===== src/rtl/hex_scan_ctrl_if.sv =====
// rtl/hex_scan_ctrl_if.sv - load handshake bundle for the hex scan controller
// Purpose: carries a full display value from the application to the scan controller.
// Signals:
//   load_valid  producer -> controller  load_data holds a new display value
//   load_data   producer -> controller  nibble i = digit i, digit 0 rightmost
//   load_ready  controller -> producer  pending buffer empty
interface hex_scan_ctrl_if #(
   parameter int DIGITS = 4
);
   logic                load_valid;
   logic [4*DIGITS-1:0] load_data;
   logic                load_ready;

   modport master (output load_valid, output load_data, input load_ready);
   modport slave  (input load_valid, input load_data, output load_ready);
endinterface


===== src/rtl/hex_scan_ctrl.sv =====
// rtl/hex_scan_ctrl.sv - multiplexed scan controller for a registered hex-to-7-segment decoder
// Purpose: walks DIGITS common-anode digits, feeding the decoder its 4-bit code (rez) and
//          driving active-low anodes. New values are double-buffered and only take effect
//          on a frame boundary, so a frame never mixes old and new digits.
// Ports:
//   clk, rst    clock and synchronous active-high reset
//   load        slave side of the load handshake (valid/data/ready)
//   rez         code to the decoder for the digit being set up or driven
//   dig_n       active-low anode enables, at most one low
//   frame_done  one-cycle pulse on the last DRIVE cycle of the last digit
module hex_scan_ctrl #(
   parameter int DIGITS      = 4,
   parameter int DWELL       = 50000,
   parameter int BLANK       = 16,
   parameter int LZ_SUPPRESS = 1
) (
   input  logic              clk,
   input  logic              rst,
   hex_scan_ctrl_if.slave    load,
   output logic [3:0]        rez,
   output logic [DIGITS-1:0] dig_n,
   output logic              frame_done
);
   localparam int IDX_W = (DIGITS > 1) ? $clog2(DIGITS) : 1;
   localparam int CMAX  = (DWELL > BLANK) ? DWELL : BLANK;
   localparam int CNT_W = $clog2(CMAX);
   localparam int DW    = 4 * DIGITS;

   localparam logic [IDX_W-1:0] LAST_IDX  = IDX_W'(DIGITS - 1);
   localparam logic [CNT_W-1:0] BLANK_END = CNT_W'(BLANK - 1);
   localparam logic [CNT_W-1:0] DWELL_END = CNT_W'(DWELL - 1);

   typedef enum logic {S_BLANK = 1'b0, S_DRIVE = 1'b1} state_t;

   state_t              state_q, state_d;
   logic [IDX_W-1:0]    idx_q, idx_d;
   logic [CNT_W-1:0]    cnt_q, cnt_d;
   logic [DW-1:0]       shadow_q, shadow_d;
   logic [DW-1:0]       pending_q, pending_d;
   logic                pend_full_q, pend_full_d;
   logic [DIGITS-1:0]   dig_n_q, dig_n_d;
   logic [3:0]          rez_q, rez_d;
   logic                frame_done_q, frame_done_d;

   logic                frame_end;
   logic                accept;
   logic [DIGITS-1:0]   lz_blank;
   logic                zero_run;

   // State register
   always_ff @(posedge clk) begin
      if (rst) begin
         state_q      <= S_BLANK;
         idx_q        <= '0;
         cnt_q        <= '0;
         shadow_q     <= '0;
         pending_q    <= '0;
         pend_full_q  <= 1'b0;
         dig_n_q      <= '1;
         rez_q        <= 4'h0;
         frame_done_q <= 1'b0;
      end else begin
         state_q      <= state_d;
         idx_q        <= idx_d;
         cnt_q        <= cnt_d;
         shadow_q     <= shadow_d;
         pending_q    <= pending_d;
         pend_full_q  <= pend_full_d;
         dig_n_q      <= dig_n_d;
         rez_q        <= rez_d;
         frame_done_q <= frame_done_d;
      end
   end

   // Next-state logic: scan sequencing and load buffering
   always_comb begin
      state_d     = state_q;
      idx_d       = idx_q;
      cnt_d       = cnt_q;
      shadow_d    = shadow_q;
      pending_d   = pending_q;
      pend_full_d = pend_full_q;

      frame_end = (state_q == S_DRIVE) && (idx_q == LAST_IDX) && (cnt_q == DWELL_END);
      accept    = load.load_valid && !pend_full_q;

      if (state_q == S_BLANK) begin
         if (cnt_q == BLANK_END) begin
            state_d = S_DRIVE;
            cnt_d   = '0;
         end else begin
            cnt_d = cnt_q + 1'b1;
         end
      end else begin
         if (cnt_q == DWELL_END) begin
            state_d = S_BLANK;
            cnt_d   = '0;
            idx_d   = (idx_q == LAST_IDX) ? '0 : idx_q + 1'b1;
         end else begin
            cnt_d = cnt_q + 1'b1;
         end
      end

      // Shadow only changes at frame end; accept never coincides with a full buffer,
      // so the two updates to pend_full cannot collide.
      if (frame_end && pend_full_q) begin
         shadow_d    = pending_q;
         pend_full_d = 1'b0;
      end
      if (accept) begin
         pending_d   = load.load_data;
         pend_full_d = 1'b1;
      end
   end

   // Output logic: decoded from next-state values so the registered outputs line up
   // with the state register (a digit's new shadow is already on rez in its first BLANK cycle).
   always_comb begin
      lz_blank = '0;
      zero_run = 1'b1;
      for (int i = DIGITS - 1; i >= 1; i--) begin
         zero_run    = zero_run && (shadow_d[4*i +: 4] == 4'h0);
         lz_blank[i] = (LZ_SUPPRESS != 0) && zero_run;
      end

      dig_n_d = '1;
      rez_d   = 4'h0;
      for (int i = 0; i < DIGITS; i++) begin
         if (idx_d == IDX_W'(i)) begin
            rez_d = shadow_d[4*i +: 4];
            if (state_d == S_DRIVE && !lz_blank[i]) begin
               dig_n_d[i] = 1'b0;
            end
         end
      end

      frame_done_d = (state_d == S_DRIVE) && (idx_d == LAST_IDX) && (cnt_d == DWELL_END);
   end

   assign load.load_ready = !pend_full_q;
   assign rez             = rez_q;
   assign dig_n           = dig_n_q;
   assign frame_done      = frame_done_q;
endmodule


===== src/flat_wrapper.sv =====
// flat-port wrapper written by rule: the top's interface ports become plain ports
module hex_scan_ctrl_flat 
#(
   parameter int DIGITS      = 4,
   parameter int DWELL       = 50000,
   parameter int BLANK       = 16,
   parameter int LZ_SUPPRESS = 1
)
  (clk, rst, rez, dig_n, frame_done, load_load_valid, load_load_data, load_load_ready);
  hex_scan_ctrl_if #(.DIGITS(DIGITS)) load_i ();
  input  logic clk;
  input  logic rst;
  output logic [3:0] rez;
  output logic [DIGITS-1:0] dig_n;
  output logic frame_done;
  input wire logic [$bits(load_i.load_valid)-1:0] load_load_valid;
  input wire logic [$bits(load_i.load_data)-1:0] load_load_data;
  output wire logic [$bits(load_i.load_ready)-1:0] load_load_ready;
  assign load_i.load_valid = load_load_valid;
  assign load_i.load_data = load_load_data;
  assign load_load_ready = load_i.load_ready;
  hex_scan_ctrl #(.DIGITS(DIGITS), .DWELL(DWELL), .BLANK(BLANK), .LZ_SUPPRESS(LZ_SUPPRESS)) u_core (.clk(clk), .rst(rst), .load(load_i), .rez(rez), .dig_n(dig_n), .frame_done(frame_done));
endmodule

===== config.mk =====
export PLATFORM = sky130hd
export DESIGN_NAME = hex_scan_ctrl_flat
export DESIGN_NICKNAME = d
export VERILOG_FILES = /design/src/rtl/hex_scan_ctrl_if.sv /design/src/rtl/hex_scan_ctrl.sv /design/src/flat_wrapper.sv
export SDC_FILE = /design/constraint.sdc
export NUM_CORES = 1
export LEC_CHECK = 0
export CAP_MARGIN = 20
export CORE_ASPECT_RATIO = 0.5
export CORE_UTILIZATION = 40
export DETAILED_ROUTE_END_ITERATION = 6
export GPL_TIMING_DRIVEN = 0
export PLACE_DENSITY = 0.63
export SLEW_MARGIN = 20
export SYNTH_ARGS = -nofsm -noshare
export SYNTH_HDL_FRONTEND = slang
export SYNTH_SLANG_ARGS = --single-unit

===== constraint.sdc =====
create_clock -name clk -period 2.99 [get_ports clk]
set_clock_uncertainty 0.15 [all_clocks]
set_input_delay 0.299 -clock clk [delete_from_list [all_inputs] [get_ports clk]]
set_output_delay 0.299 -clock clk [all_outputs]
set_load 0.01 [all_outputs]

# Word-level counts from Yosys, hierarchy flattened
# Index checks and enable logic that the tools add are counted.
# classes
addsub	2
eq_ne	7
muxes	20
bitwise_logic	4
reduce_logical	24
# op_table
cell	n
2-to-1 mux 16 bit	4
== test 16 bit, second input constant	2
adder 16 x 1 -> 16 bit, second input constant	1
== test 16 x 4 -> 1 bit, second input constant	1
2-to-1 mux 4 bit	4
zero test 4 bit	3
logical AND 1 bit	11
2-to-1 mux 1 bit	9
OR reduction 2 bit	4
== test 2 bit, second input constant	3
2-to-1 mux 2 bit	3
zero test 1 bit	4
NOT 1 bit	4
adder 2 x 1 -> 2 bit, second input constant	1
== test 2 x 1 -> 1 bit, second input constant	1
zero test 2 bit	1
nonzero test 2 bit	1
# word_totals
regBits	61
in_bits	19
word_cells	69

# Depth between registers and ports, before layout
# depth
depth_word	11
ltp_mapped	8
depth_no_buf	7

# Least setup slack after synthesis
# No wires, ideal clock.
# synth_path
path_type	register to register
start	register u_core.cnt_q[0]
end	register u_core.rez_q[0], in the netlist u_core.rez[0]
setup_time_ns	0.086
arrival_time_ns	1.992
setup_slack_ns	0.762
stages_incl_launch_ff	8
path_buffers	0
synth_period_minus_slack_ns	2.228
path_cell_list	dfxtp_1 > ha_1 > and3_4 > and4_4 > nand2_4 > mux2i_4 > mux2_2 > a211oi_1
# synth_via
elab_chain_cells	8
elab_cells_between_ends	14
# synth_lines
item	line	rtl
from (decl)	hex_scan_ctrl.sv:37	logic [CNT_W-1:0] cnt_q, cnt_d;
from (signal assigned)	hex_scan_ctrl.sv:65	cnt_q <= cnt_d;
== test 16 bit *	hex_scan_ctrl.sv:84, hex_scan_ctrl.sv:95	
2-to-1 mux 2 bit or logical AND 1 bit (tied branches)	hex_scan_ctrl.sv:95, hex_scan_ctrl.sv:84	
2-to-1 mux 2 bit or logical AND 1 bit (tied branches)	hex_scan_ctrl.sv:87, hex_scan_ctrl.sv:106	
zero test 2 bit or 2-to-1 mux 16 bit (tied branches)	hex_scan_ctrl.sv:129, hex_scan_ctrl.sv:106	
2-to-1 mux 4 bit (3 in series)	hex_scan_ctrl.sv:129	if (idx_d == IDX_W'(i)) begin
2-to-1 mux 4 bit *	hex_scan_ctrl.sv:129	
to (signal assigned)	hex_scan_ctrl.sv:70	rez_q <= rez_d;
to (decl)	hex_scan_ctrl.sv:42	logic [3:0] rez_q, rez_d;
# Every way passes the cells marked *; elsewhere a longest branch is shown, timed or not.
# A chain may end at the register's enable or synchronous reset.

# Worst setup path after layout
# layout_path
start	register u_core.cnt_q[0]
end	register u_core.rez_q[1], in the netlist u_core.rez[1]
# The elaborated chain is that of the path after synthesis.

==> impl_metrics.csv <==
group,metric,value,unit
cts,clock_path_buffers,2,
setup_path,path_cells,"ha_1, and3_4, and4_4, nand2_4, mux2i_4, mux2_2, a211oi_1",
setup_path,timing.reg2reg.setup_slack,0.43,ns
setup_path,worstPathArrival,2.63,ns
sta,post-route-min-period,2.56,ns
setup_path,worst-path-max-fanout,7,
power,ir_drop,0.269,mV
cts,cts.root.buffer_cell,"sky130_fd_sc_hd__clkbuf_16",
cts,path_clk_slew,0.05,ns
setup_path,critPathBufInv,0,
outcome,outcome,"completed",
final_layout,layout.nets,361,
cts,htree_levels,3,
floorplanning,die_height,60.1,um
floorplanning,die_span_in_x,118,um
logic_synthesis,synth_cell_types,45,
logic_synthesis,post-synth-top-area-fraction,45.2,%
detailed_routing,drc_errors,0,
setup_path,path_delay_family,"multiplexers",
setup_path,delay_of_the_slowest_cell_on_the_worst_path,0.43,ns
global_route,antenna_found_initial,0,
final_layout,antenna_cells,0,
global_route,grt_start_max_net_pins,11,
logic_synthesis,synthesis.instances,301,
setup_path,critical-path-slowest-cell,"sky130_fd_sc_hd__dfxtp_1",
logic_synthesis,synth_edf_count,0,
cts,insertion_delay,0.32,ns
logic_synthesis,synth_top_cell_by_area,"sky130_fd_sc_hd__dfxtp_1",
sta,maxSlewHeadroom,61.5,%
sta,timing_worst_slew_pin_value,0.567,ns
floorplanning,fp.coreArea,6280,um^2
detailed_routing,wl_per_cell,13.6,um
place,io_buffers,28,
place,detailed_place_hpwl,4310,um
cts,clock_sinks,61,
power,powerDensity,617,nW/um^2
sta,finalSetupViolCount,0,
sta,layout_worst_path_cycle_share,85.7,%
detailed_routing,antenna_left,0,
power,p_leak,1.37,nW
sta,hold_viol_final,0,
global_route,first_pass_grt_wire_length,9760,um
global_route,grt_overflow_total,0,
logic_synthesis,synth.avg_cell_area,8.97,um^2
setup_path,rr_startpoint,"u_core.cnt_q[0]",
logic_synthesis,synth.cell_area,2700,um^2
setup_path,timing.critical_path.to_type,"flop",
final_layout,synthToLayoutAreaGrowth,27.3,%
floorplanning,die_area,7110,um^2
final_layout,layout_common_cells,"sky130_fd_sc_hd__dfxtp_1 (61), sky130_fd_sc_hd__nand2_1 (51), sky130_fd_sc_hd__nor2_1 (42)",
worst_hold_path,hold_class,"reg -> reg",
worst_hold_path,worst_hold_path.endpoint,"u_core.pending_q[2]",
floorplanning,io_pins,29,
sta,setup_tns_final,0,ns
detailed_routing,avgViaCountPerCell,5.09,
place,placed_area,3090,um^2
logic_synthesis,synth-seq-area-share,45.2,%
logic_synthesis,yosys-top-cells-area,"sky130_fd_sc_hd__dfxtp_1 (45%), sky130_fd_sc_hd__nand2_1 (7.1%), sky130_fd_sc_hd__nor2_1 (5.8%)",
logic_synthesis,synthesis_stage_register_bit_count,61,
worst_hold_path,timing.hold.worst.start,"u_core.pending_q[2]",
setup_path,start_kind,"flop",
global_route,groute.usage.overall,18.2,%
final_layout,n_fill_cell,578,
cts,tritoncts,"done",
logic_synthesis,ys_async_sr_fraction,0,%
logic_synthesis,syn_nets,322,
floorplanning,start_util,43.0,%
cts,resize_count_post_cts,0,
sta,unrepaired_setup_endpoints_after_global_routing,"no",
sta,drv_slew,0,
run,maxCapViolations,0,
final_layout,fraction_of_layout_cells_with_a_size_suffix_above_1,13.7,%
cts,postCtsSetupBuffers,0,
detailed_routing,detailedRoute.firstPassIterationCount,5,
cts,cts_hold_buf,0,
place,final_weighted_congestion_in_routability_driven_placement,0.862,
global_route,first_global_vias,2090,
detailed_routing,drt-initial-drc-count,104,
final_layout,leading_cell_type_in_the_layout_fill_and_taps_excluded,"sky130_fd_sc_hd__dfxtp_1",
logic_synthesis,synth.yosys.warnings,0,
detailed_routing,wl,5870,um
setup_path,rr_endpoint,"u_core.rez[1]",
power,design_power,0.00212,W
setup_path,worst_r2r_path_depth,7,
setup_path,worstSetupPathType,"reg -> reg",
floorplanning,standard_cell_rows,20,
final_layout,fin_area,3440,um^2
setup_path,crit_start,"u_core.cnt_q[0]",
detailed_routing,vias,2198,
cts,cts_made_buffers,9,
worst_hold_path,holdPathStages,2,
setup_path,critical_path_required,3.06,ns
sta,timing.fmax,390,MHz
logic_synthesis,ys.flop_type,"sky130_fd_sc_hd__dfxtp_1",
==> stage by stage <==
step                      instances  worst slack [ns]  utilization [%]  hold slack, ns
after global routing            432             0.292             54.8           0.327
after global placement          417             0.453             49.2           0.299
final                           432             0.428             54.8           0.308
after CTS                       432             0.406             54.8           0.309
after detailed placement        417             0.426             49.2           0.303
after floorplan                 301             0.762                -           0.233
==> worst max path at each step <==
| stage | slack [ns] | depth (start not counted) | end |
|---|---|---|---|
| CTS | 0.41 | 7 | u_core.rez[1] |
| detailed placement | 0.43 | 7 | u_core.rez[1] |
| finish | 0.43 | 7 | u_core.rez[1] |
| global route | 0.29 | 7 | u_core.rez[1] |
| global placement | 0.45 | 7 | u_core.rez[0] |
| floorplan | 0.76 | 7 | u_core.rez[0] |
==> layer usage <==
metal | track usage, % | wire (um) | up-vias
met3 | 5.15 | 156 | 8
met5 | 0 | 0 | -
met4 | 7.14 | 68 | 0
met1 | 21.7 | 2800 | 1045
li1 | - | - | 1116
met2 | 31.8 | 2840 | 29
==> state kept, by name (all words and copies together) (netlist names) <==
name                cells
u_core.rez              4
u_core.state_q          1
u_core.pending_q       16
u_core.frame_done       1
u_core.idx_q            2
u_core.shadow_q        16
u_core.cnt_q           16
u_core.pend_full_q      1
u_core.dig_n            4
==> layout make-up <==
cell class                 count  area, um^2  share of cell area, %
multi-input combinational    222        1380                   40.2
sequential                    61        1220                   35.5
timing repair buffer          28         280                   8.15
clock buffer                  11         253                   7.35
tap                           88         110                   3.20
clock inverter                 4        95.1                   2.76
buffer                        13        77.6                   2.26
inverter                       5        18.8                  0.546
==> worst reg2reg max path: stages, from the launching register on <==
cell                       delay (ns)
sky130_fd_sc_hd__dfxtp_1         0.43
sky130_fd_sc_hd__ha_1            0.27
sky130_fd_sc_hd__and3_4          0.24
sky130_fd_sc_hd__and4_4          0.29
sky130_fd_sc_hd__nand2_4         0.10
sky130_fd_sc_hd__mux2i_4         0.32
sky130_fd_sc_hd__mux2_2          0.39
sky130_fd_sc_hd__a211oi_1        0.28
==> cells in the mapped netlist, types with 5 or more instances <==
master                     number
sky130_fd_sc_hd__a21oi_1       19
sky130_fd_sc_hd__dfxtp_1       61
sky130_fd_sc_hd__clkbuf_1       7
sky130_fd_sc_hd__nand2_1       51
sky130_fd_sc_hd__inv_1          5
sky130_fd_sc_hd__xor2_1         5
sky130_fd_sc_hd__nor3_1         6
sky130_fd_sc_hd__nor3b_1        5
sky130_fd_sc_hd__nor2b_1        5
sky130_fd_sc_hd__nand3_1        6
sky130_fd_sc_hd__mux2i_1       13
sky130_fd_sc_hd__nor4_1         9
sky130_fd_sc_hd__mux2_2        11
sky130_fd_sc_hd__nor2_1        42
sky130_fd_sc_hd__xnor2_1       11
==> power by group <==
group / internal (W) / leakage (nW) / switching [W]
registers: 0.000831 / 0.495 / 0.0000155
clock network: 0.000852 / 0.172 / 0.000338
logic: 0.0000425 / 0.701 / 0.0000447
total: 0.00173 / 1.37 / 0.000398
==> logic make-up (layout without fill, tap and decap cells) <==
| logic type | Yosys count | count (layout) | synth area share [%] |
|---|---|---|---|
| AO/OA/AOI/OAI | 35 | 35 | 7.78 |
| XOR/XNOR | 16 | 16 | 5.19 |
| adder cells (fa/ha/maj) | 2 | 2 | 0.926 |
| buffers and inverters | 18 | 61 | 3.57 |
| flip-flops | 61 | 61 | 45.2 |
| multiplexers | 26 | 26 | 10.7 |
| AND/OR/NAND/NOR | 143 | 143 | 26.6 |
(Power assumes the default switching activity.)
